**src/rtl/entrada_digito_pkg.sv**
```systemverilog
// Shared types and constants for the digit-entry stage of the combination lock.
package entrada_pkg;

  typedef enum logic [1:0] {
    OCIOSO,
    FILTRA_PRESS,
    PRESSIONADO,
    FILTRA_SOLTA
  } estado_t;

  localparam int         DEBOUNCE_CICLOS_PADRAO = 16;
  localparam logic [3:0] BCD_MAX                = 4'd9;

  function automatic logic eh_bcd(input logic [3:0] v);
    return (v <= BCD_MAX);
  endfunction

endpackage

```
**src/rtl/entrada_digito_if.sv**
```systemverilog
// Button/switch inputs and accepted-digit outputs between the panel and the lock.
interface entrada_digito_if;
  logic       botao_insere;
  logic [4:1] chaves;
  logic [4:1] numero;
  logic       insere;
  logic       invalido;

  modport master (output botao_insere, chaves, input numero, insere, invalido);
  modport slave  (input botao_insere, chaves, output numero, insere, invalido);
endinterface

```
**src/rtl/entrada_digito_sincronizador_2ff.sv**
```systemverilog
// Width-parameterised two-flop synchroniser for asynchronous inputs.
module sincronizador_2ff #(
  parameter int DATA_W = 1
) (
  input  logic              clk,
  input  logic              reset,
  input  logic [DATA_W-1:0] d_i,
  output logic [DATA_W-1:0] q_o
);

  logic [DATA_W-1:0] meta_q;
  logic [DATA_W-1:0] sinc_q;

  always_ff @(posedge clk or posedge reset) begin
    if (reset) begin
      meta_q <= '0;
      sinc_q <= '0;
    end else begin
      meta_q <= d_i;
      sinc_q <= meta_q;
    end
  end

  assign q_o = sinc_q;

endmodule

```
**src/rtl/entrada_digito.sv**
```systemverilog
// Debounced digit entry: one insere strobe per physical press, carrying the latched digit.
// Optional BCD rejection of codes above 9 is enabled with the VALIDA_BCD_EN macro.
module entrada_digito
  import entrada_pkg::*;
#(
  parameter int DEBOUNCE_CICLOS = DEBOUNCE_CICLOS_PADRAO,
  parameter int CONT_W          = 16
) (
  input  logic             clk,
  input  logic             reset,
  entrada_digito_if.slave  bus
);

  localparam logic [CONT_W-1:0] CONT_FIM = CONT_W'(DEBOUNCE_CICLOS - 1);

  logic       btn_s;
  logic [3:0] chv_s;

  estado_t           estado_q, estado_d;
  logic [CONT_W-1:0] cont_q, cont_d;
  logic [3:0]        numero_q, numero_d;
  logic              insere_q, insere_d;
  logic              invalido_q, invalido_d;

  sincronizador_2ff #(.DATA_W(1)) u_sinc_botao (
    .clk   (clk),
    .reset (reset),
    .d_i   (bus.botao_insere),
    .q_o   (btn_s)
  );

  sincronizador_2ff #(.DATA_W(4)) u_sinc_chaves (
    .clk   (clk),
    .reset (reset),
    .d_i   (bus.chaves),
    .q_o   (chv_s)
  );

  always_ff @(posedge clk or posedge reset) begin
    if (reset) begin
      estado_q   <= OCIOSO;
      cont_q     <= '0;
      numero_q   <= '0;
      insere_q   <= 1'b0;
      invalido_q <= 1'b0;
    end else begin
      estado_q   <= estado_d;
      cont_q     <= cont_d;
      numero_q   <= numero_d;
      insere_q   <= insere_d;
      invalido_q <= invalido_d;
    end
  end

  always_comb begin
    estado_d   = estado_q;
    cont_d     = cont_q;
    numero_d   = numero_q;
    insere_d   = 1'b0;
    invalido_d = 1'b0;
    unique case (estado_q)
      OCIOSO: begin
        if (btn_s) begin
          estado_d = FILTRA_PRESS;
          cont_d   = '0;
        end
      end
      FILTRA_PRESS: begin
        if (!btn_s) begin
          estado_d = OCIOSO;
          cont_d   = '0;
        end else if (cont_q == CONT_FIM) begin
          // The press is consumed here even when the code is rejected.
          estado_d = PRESSIONADO;
`ifdef VALIDA_BCD_EN
          if (eh_bcd(chv_s)) begin
            insere_d = 1'b1;
            numero_d = chv_s;
          end else begin
            invalido_d = 1'b1;
          end
`else
          insere_d = 1'b1;
          numero_d = chv_s;
`endif
        end else begin
          cont_d = cont_q + 1'b1;
        end
      end
      PRESSIONADO: begin
        if (!btn_s) begin
          estado_d = FILTRA_SOLTA;
          cont_d   = '0;
        end
      end
      FILTRA_SOLTA: begin
        if (btn_s) begin
          estado_d = PRESSIONADO;
        end else if (cont_q == CONT_FIM) begin
          estado_d = OCIOSO;
        end else begin
          cont_d = cont_q + 1'b1;
        end
      end
      default: begin
        estado_d = OCIOSO;
        cont_d   = '0;
      end
    endcase
  end

  assign bus.numero   = numero_q;
  assign bus.insere   = insere_q;
  assign bus.invalido = invalido_q;

endmodule

```
**src/flat_wrapper.sv**
```systemverilog
// flat-port wrapper written by rule: the top's interface ports become plain ports
module entrada_digito_flat import entrada_pkg::*;
#(
  parameter int DEBOUNCE_CICLOS = DEBOUNCE_CICLOS_PADRAO,
  parameter int CONT_W          = 16
)
  (clk, reset, bus_botao_insere, bus_chaves, bus_numero, bus_insere, bus_invalido);
  entrada_digito_if bus_i ();
  input  logic clk;
  input  logic reset;
  input wire logic [$bits(bus_i.botao_insere)-1:0] bus_botao_insere;
  input wire logic [$bits(bus_i.chaves)-1:0] bus_chaves;
  output wire logic [$bits(bus_i.numero)-1:0] bus_numero;
  output wire logic [$bits(bus_i.insere)-1:0] bus_insere;
  output wire logic [$bits(bus_i.invalido)-1:0] bus_invalido;
  assign bus_i.botao_insere = bus_botao_insere;
  assign bus_i.chaves = bus_chaves;
  assign bus_numero = bus_i.numero;
  assign bus_insere = bus_i.insere;
  assign bus_invalido = bus_i.invalido;
  entrada_digito #(.DEBOUNCE_CICLOS(DEBOUNCE_CICLOS), .CONT_W(CONT_W)) u_core (.clk(clk), .reset(reset), .bus(bus_i));
endmodule
```
**config.mk**
```make
export PLATFORM = sky130hd
export DESIGN_NAME = entrada_digito_flat
export DESIGN_NICKNAME = d
export VERILOG_FILES = /design/src/rtl/entrada_digito_pkg.sv /design/src/rtl/entrada_digito_if.sv /design/src/rtl/entrada_digito_sincronizador_2ff.sv /design/src/rtl/entrada_digito.sv /design/src/flat_wrapper.sv
export SDC_FILE = /design/constraint.sdc
export NUM_CORES = 1
export LEC_CHECK = 0
export CAP_MARGIN = 20
export CORE_MARGIN = 2
export CORE_UTILIZATION = 60
export CTS_CLUSTER_SIZE = 12
export DETAILED_ROUTE_END_ITERATION = 10
export HOLD_SLACK_MARGIN = 0.08
export PLACE_DENSITY_LB_ADDON = 0.25
export SLEW_MARGIN = 5
export SYNTH_ARGS = -nofsm -noshare
export SYNTH_HDL_FRONTEND = slang
export SYNTH_SLANG_ARGS = --single-unit
export TNS_END_PERCENT = 100
```
**constraint.sdc**
```tcl
create_clock -name clk -period 2.8 [get_ports clk]
set_input_delay 0.56 -clock clk [delete_from_list [all_inputs] [get_ports clk]]
set_output_delay 0.56 -clock clk [all_outputs]
set_load 0.005 [all_outputs]
```
# [After elaboration in Yosys (flattened, before gate mapping)]
# Cells that the tools add are included.
[word_totals] ram_bits=0 romBits=0 latchBits=0 n_memories=0 ff_bits=33 wordCells=38
[op_classes] reduce_logical=4 bitwise_logic=0 magnitude_cmp=0 n_mux=16 shift=0 n_mul=0 add_sub_neg=1 n_eq_ne=9 div=0
[op_table] op="$mux W16" n=5
[op_table] op="$pmux W16 S4" n=1
[op_table] op="$add A16 B1 Y16 const B" n=1
[op_table] op="$eq A16 B4 Y1 const B" n=1
[op_table] op="$mux W2" n=6
[op_table] op="$pmux W2 S4" n=1
[op_table] op="$ne A2 B2 Y1 const B" n=3
[op_table] op="$ne A3 B2 Y1 const B" n=2
[op_table] op="$reduce_and A3 Y1" n=2
[op_table] op="$eq A2 B2 Y1 const B" n=2
[op_table] op="$reduce_and A4 Y1" n=1
[op_table] op="$mux W1" n=3
[op_table] op="$eq A2 B1 Y1 const B" n=1
[op_table] op="$logic_not A2 Y1" n=1

# [Depth between registers and ports, before layout]
[depth] depth_word=4 ltp_mapped=6

# [Hierarchy]
# From an unflattened synthesis, not the netlist that was laid out.
[hier_totals] hier_cells=161 area_unflattened_um2=1596.5
[modules_own_cells] mod="entrada_digito" instances=1 area_each_um2=1338.8 cells_per_inst=149
[modules_own_cells] mod="sincronizador_2ff at u_core.u_sinc_chaves" instances=1 area_each_um2=203.9 cells_per_inst=9
[modules_own_cells] mod="sincronizador_2ff at u_core.u_sinc_botao" instances=1 area_each_um2=53.8 cells_per_inst=3

# [Worst setup path after synthesis]
# No wires, ideal clock.
[synth_timing] path_kind="register to register" start="reg u_core.cont_q[0]" end="reg u_core.numero_q[0] (netlist: u_core.bus.numero[1])" setup_ns=0.125 stages_incl_launch_ff=7 t_arrival_ns=1.613 slack_ns=1.061 required_time_ns=2.675 cell_sequence="dfrtp_1 ha_1 and3_1 buf_2 nand4_4 nor3_4 mux2_4"
[synth_between] elab_chain_len=2
[synth_lines] element="start: declaration" line="entrada_digito.sv:20" source="logic [CONT_W-1:0] cont_q, cont_d;"
[synth_lines] element="start signal: assignment" line="entrada_digito.sv:48" source="cont_q <= cont_d;"
[synth_lines] element="$eq A16 B4 Y1" line="entrada_digito.sv:72" source="end else if (cont_q == CONT_FIM) begin"
[synth_lines] element="$reduce_and A3 Y1 (no line)"
[synth_lines] element="end signal: assignment" line="entrada_digito.sv:49" source="numero_q <= numero_d;"
[synth_lines] element="end: declaration" line="entrada_digito.sv:21" source="logic [3:0] numero_q, numero_d;"
# No other way between the ends.
# A chain may end at the register's enable or synchronous reset.

# [Final worst setup path]
# Ends and elaborated chain as after synthesis.

==> results.cfg <==
[detailed_routing]
num_vias = 1171
drt-total-wl_microns = 3160
drtIter0Drc = 64
first_pass_iters = 4
routedWlPerCell_microns = 16.9
postRouteAntennaNets = 0
viasPerCell = 6.26
drc_errors = 0

[timing]
finalWorstSetupSlack_ns = 0.783
tns_ns = 0
slew_headroom_pct = 44.8
setup_viol = 0
hold_violations = 0
rsz0062_at_grt = false
fin_hold_ws_ns = 0.357
fin_crit_sh_pct = 72.0
fmax_mhz = 496
skew_ns = 0.00882
tightestPinTransition_ns = 0.826
period_needed_ns = 2.02
drv_slew = 0

[finish]
multi_input_area_sq_um = 713
instances_no_fill = 187
fin_area_sq_um = 1790
fin_nets = 165
area_growth_pct = 11.1
fin_util_pct = 71.1
drive_gt1_share_pct = 15.9
num_antenna_cells = 0
nFillCells = 181
regArea_sq_um = 826

[hold_path]
hp-class = register to register

[place]
dp_hpwl_microns = 2210
place_ws_ns = 0.795
io_buffers = 11
post-place-cells = 180
place.gp.congestion = 0.753
placed_cell_area_sq_um = 1720

[logic_synthesis]
yosysSeqAreaShare_pct = 51.2
synthTopCellsByCount = 33 x dfrtp_1, 11 x nand2_1, 9 x nand3_1
synth-edff-count = 0
synth_top_area_share_pct = 51.2
synth_area_sq_um = 1610
ys.flop_type = dfrtp_1
synth_most_common_cell = dfrtp_1
syn_inst = 147
ys_ff_latch = 33
ys.warnings.count = 0
synth_area_leaders = dfrtp_1 51%, nor4_4 4.0%, mux2_4 3.7%, nand3_1 2.8%, a31oi_1 2.7%
syn_area_per_cell_sq_um = 11.0
yosysUniqueCellTypes = 41
yosysTopAreaCell = dfrtp_1
synth.net_count = 155
async_reset_ff_share_pct = 100

[global_routing]
grt_pass1_wl_microns = 5640
antenna_found_initial = 0
grt_overflow = 0
grt_pass1_vias = 1215
gr-usage-all-layers_pct = 23.9
grt_max_degree = 34

[setup_path]
worst_ep_required_time_ns = 3.04
cp-start-kind = register
cp-end-kind = register
crit_end = u_core.bus.numero[1]$_DFFE_PP0P_
crit_start = u_core.cont_q[0]$_DFFE_PP0P_
worstSetupPathType = register to register
worst-r2r-cell-count = 5
cp_max_fo = 9
r2r-end = u_core.bus.numero[1]$_DFFE_PP0P_
reg2reg_from = u_core.cont_q[0]$_DFFE_PP0P_
rrSetupSlack_ns = 0.78
critPathArrivalTime_ns = 2.25

[pwr]
irDropWorstVdd_uv = 532
pwr_density_cell_nw_per_um2 = 491
p_leak_nw = 0.804
p_sw_share_pct = 21.9
p_int_mw = 0.687
combPwrFrac_pct = 5.4
p_clk_share_pct = 38.3
switchingPower_mw = 0.192
seq_power_share_pct = 56.3
totalPowerFinal_mw = 0.880

[die]
core_sq_um = 2520
die_w_microns = 55.9
die-area_sq_um = 3120
start_util_pct = 64.0
dieHeight_microns = 55.9
num_io_pins = 13
fp-row-count = 18

[cts]
holdBufCountCts = 0
cts_tree = done
cts_max_level = 2
cts.sinks = 33
post-cts-setup-buffer-count = 0
ctsResizeCount = 0
path_clk_slew_ns = 0.10
clk_latency_ns = 0.34
numCtsBuffers = 5
cts_buffer_depth = 2
root_buffer = clkbuf_4

[flow_run]
drv_cap = 0

[outcome]
status = finished clean
-- cell type report --
class                           count  area share (%)
Multi-Input combinational cell     98            39.8
Timing Repair Buffer               12            6.56
Tap cell                           30            2.09
Sequential cell                    33            46.1
Clock buffer                        5            2.09
Clock inverter                      2            1.95
Inverter                            7            1.47
-- power by group through the flow --
stage	Sequential, mW	Clock [mW]	Combinational (mW)
finish	0.495	0.337	0.0474
global route	0.497	0.367	0.0534
CTS	0.495	0.344	0.0479
detailed placement	0.505	0	0.0471
global placement	0.503	0	0.0454
floorplan	0.500	0	0.0353
-- registers in the layout, indices dropped and copies added (netlist names), named ones only --
signal	cells
u_core.cont_q	16
u_core.bus.numero	4
u_core.u_sinc_chaves.meta_q	4
u_core.u_sinc_chaves.q_o	4
u_core.bus.insere	1
u_core.estado_q	1
u_core.u_sinc_botao.meta_q	1
u_core.u_sinc_botao.q_o	1
-- layout by cell type, fill, tap and decap left out, drive strengths merged, types with 3 or more instances in the layout --
| cell type | netlist | layout |
|---|---|---|
| and3 | 5 | 5 |
| nor4 | 3 | 3 |
| a21o | 5 | 5 |
| clkdlybuf4s50 | 0 | 11 |
| nand4 | 5 | 5 |
| nand2 | 11 | 11 |
| mux2 | 5 | 5 |
| o21ai | 5 | 5 |
| dfrtp | 33 | 33 |
| a31oi | 7 | 7 |
| a21oi | 4 | 4 |
| inv | 7 | 7 |
| clkbuf | 4 | 5 |
| or4 | 4 | 4 |
| and2 | 4 | 4 |
| nand3 | 9 | 9 |
| o211ai | 4 | 4 |
| nor2 | 4 | 4 |
-- metal layers --
metal	track usage (%)	routed length [microns]	up-vias
met3	7.67	144	5
met5	0	0	-
met1	30.9	1420	578
met2	38.6	1540	30
met4	7.14	48	0
li1	-	-	558
-- logic make-up (layout without fill, tap and decap cells) --
kind of cell / Yosys count / count (layout) / synth area share, %
flip-flops: 33 / 33 / 51.2
AND/OR/NAND/NOR: 57 / 57 / 24.3
other: 1 / 1 / 0.232
XOR/XNOR: 2 / 2 / 1.09
AO/OA/AOI/OAI: 32 / 32 / 13.4
adder cells (fa/ha/maj): 1 / 1 / 0.775
multiplexers: 5 / 5 / 4.42
buffers and inverters: 16 / 26 / 4.65
-- worst max-delay path, stage by stage (launching register included) --
cell and delay, ns:
dfrtp_1 0.43, ha_1 0.20, and3_1 0.33, nand4_4 0.22, nor3_4 0.39, mux2_4 0.34
-- how the worst min path moves through the flow --
| stage | startpoint | end | cells after the start |
|---|---|---|---|
| global route | u_core.u_sinc_botao.meta_q$_DFF_PP0_ | u_core.u_sinc_botao.q_o$_DFF_PP0_ | 0 |
| global placement | u_core.u_sinc_chaves.meta_q[1]$_DFF_PP0_ | u_core.u_sinc_chaves.q_o[1]$_DFF_PP0_ | 0 |
| CTS | u_core.u_sinc_chaves.meta_q[2]$_DFF_PP0_ | u_core.u_sinc_chaves.q_o[2]$_DFF_PP0_ | 0 |
| detailed placement | u_core.u_sinc_chaves.meta_q[2]$_DFF_PP0_ | u_core.u_sinc_chaves.q_o[2]$_DFF_PP0_ | 0 |
| finish | u_core.u_sinc_chaves.meta_q[2]$_DFF_PP0_ | u_core.u_sinc_chaves.q_o[2]$_DFF_PP0_ | 0 |
| floorplan | u_core.u_sinc_botao.meta_q$_DFF_PP0_ | u_core.u_sinc_botao.q_o$_DFF_PP0_ | 0 |
(Power assumes the default switching activity.)
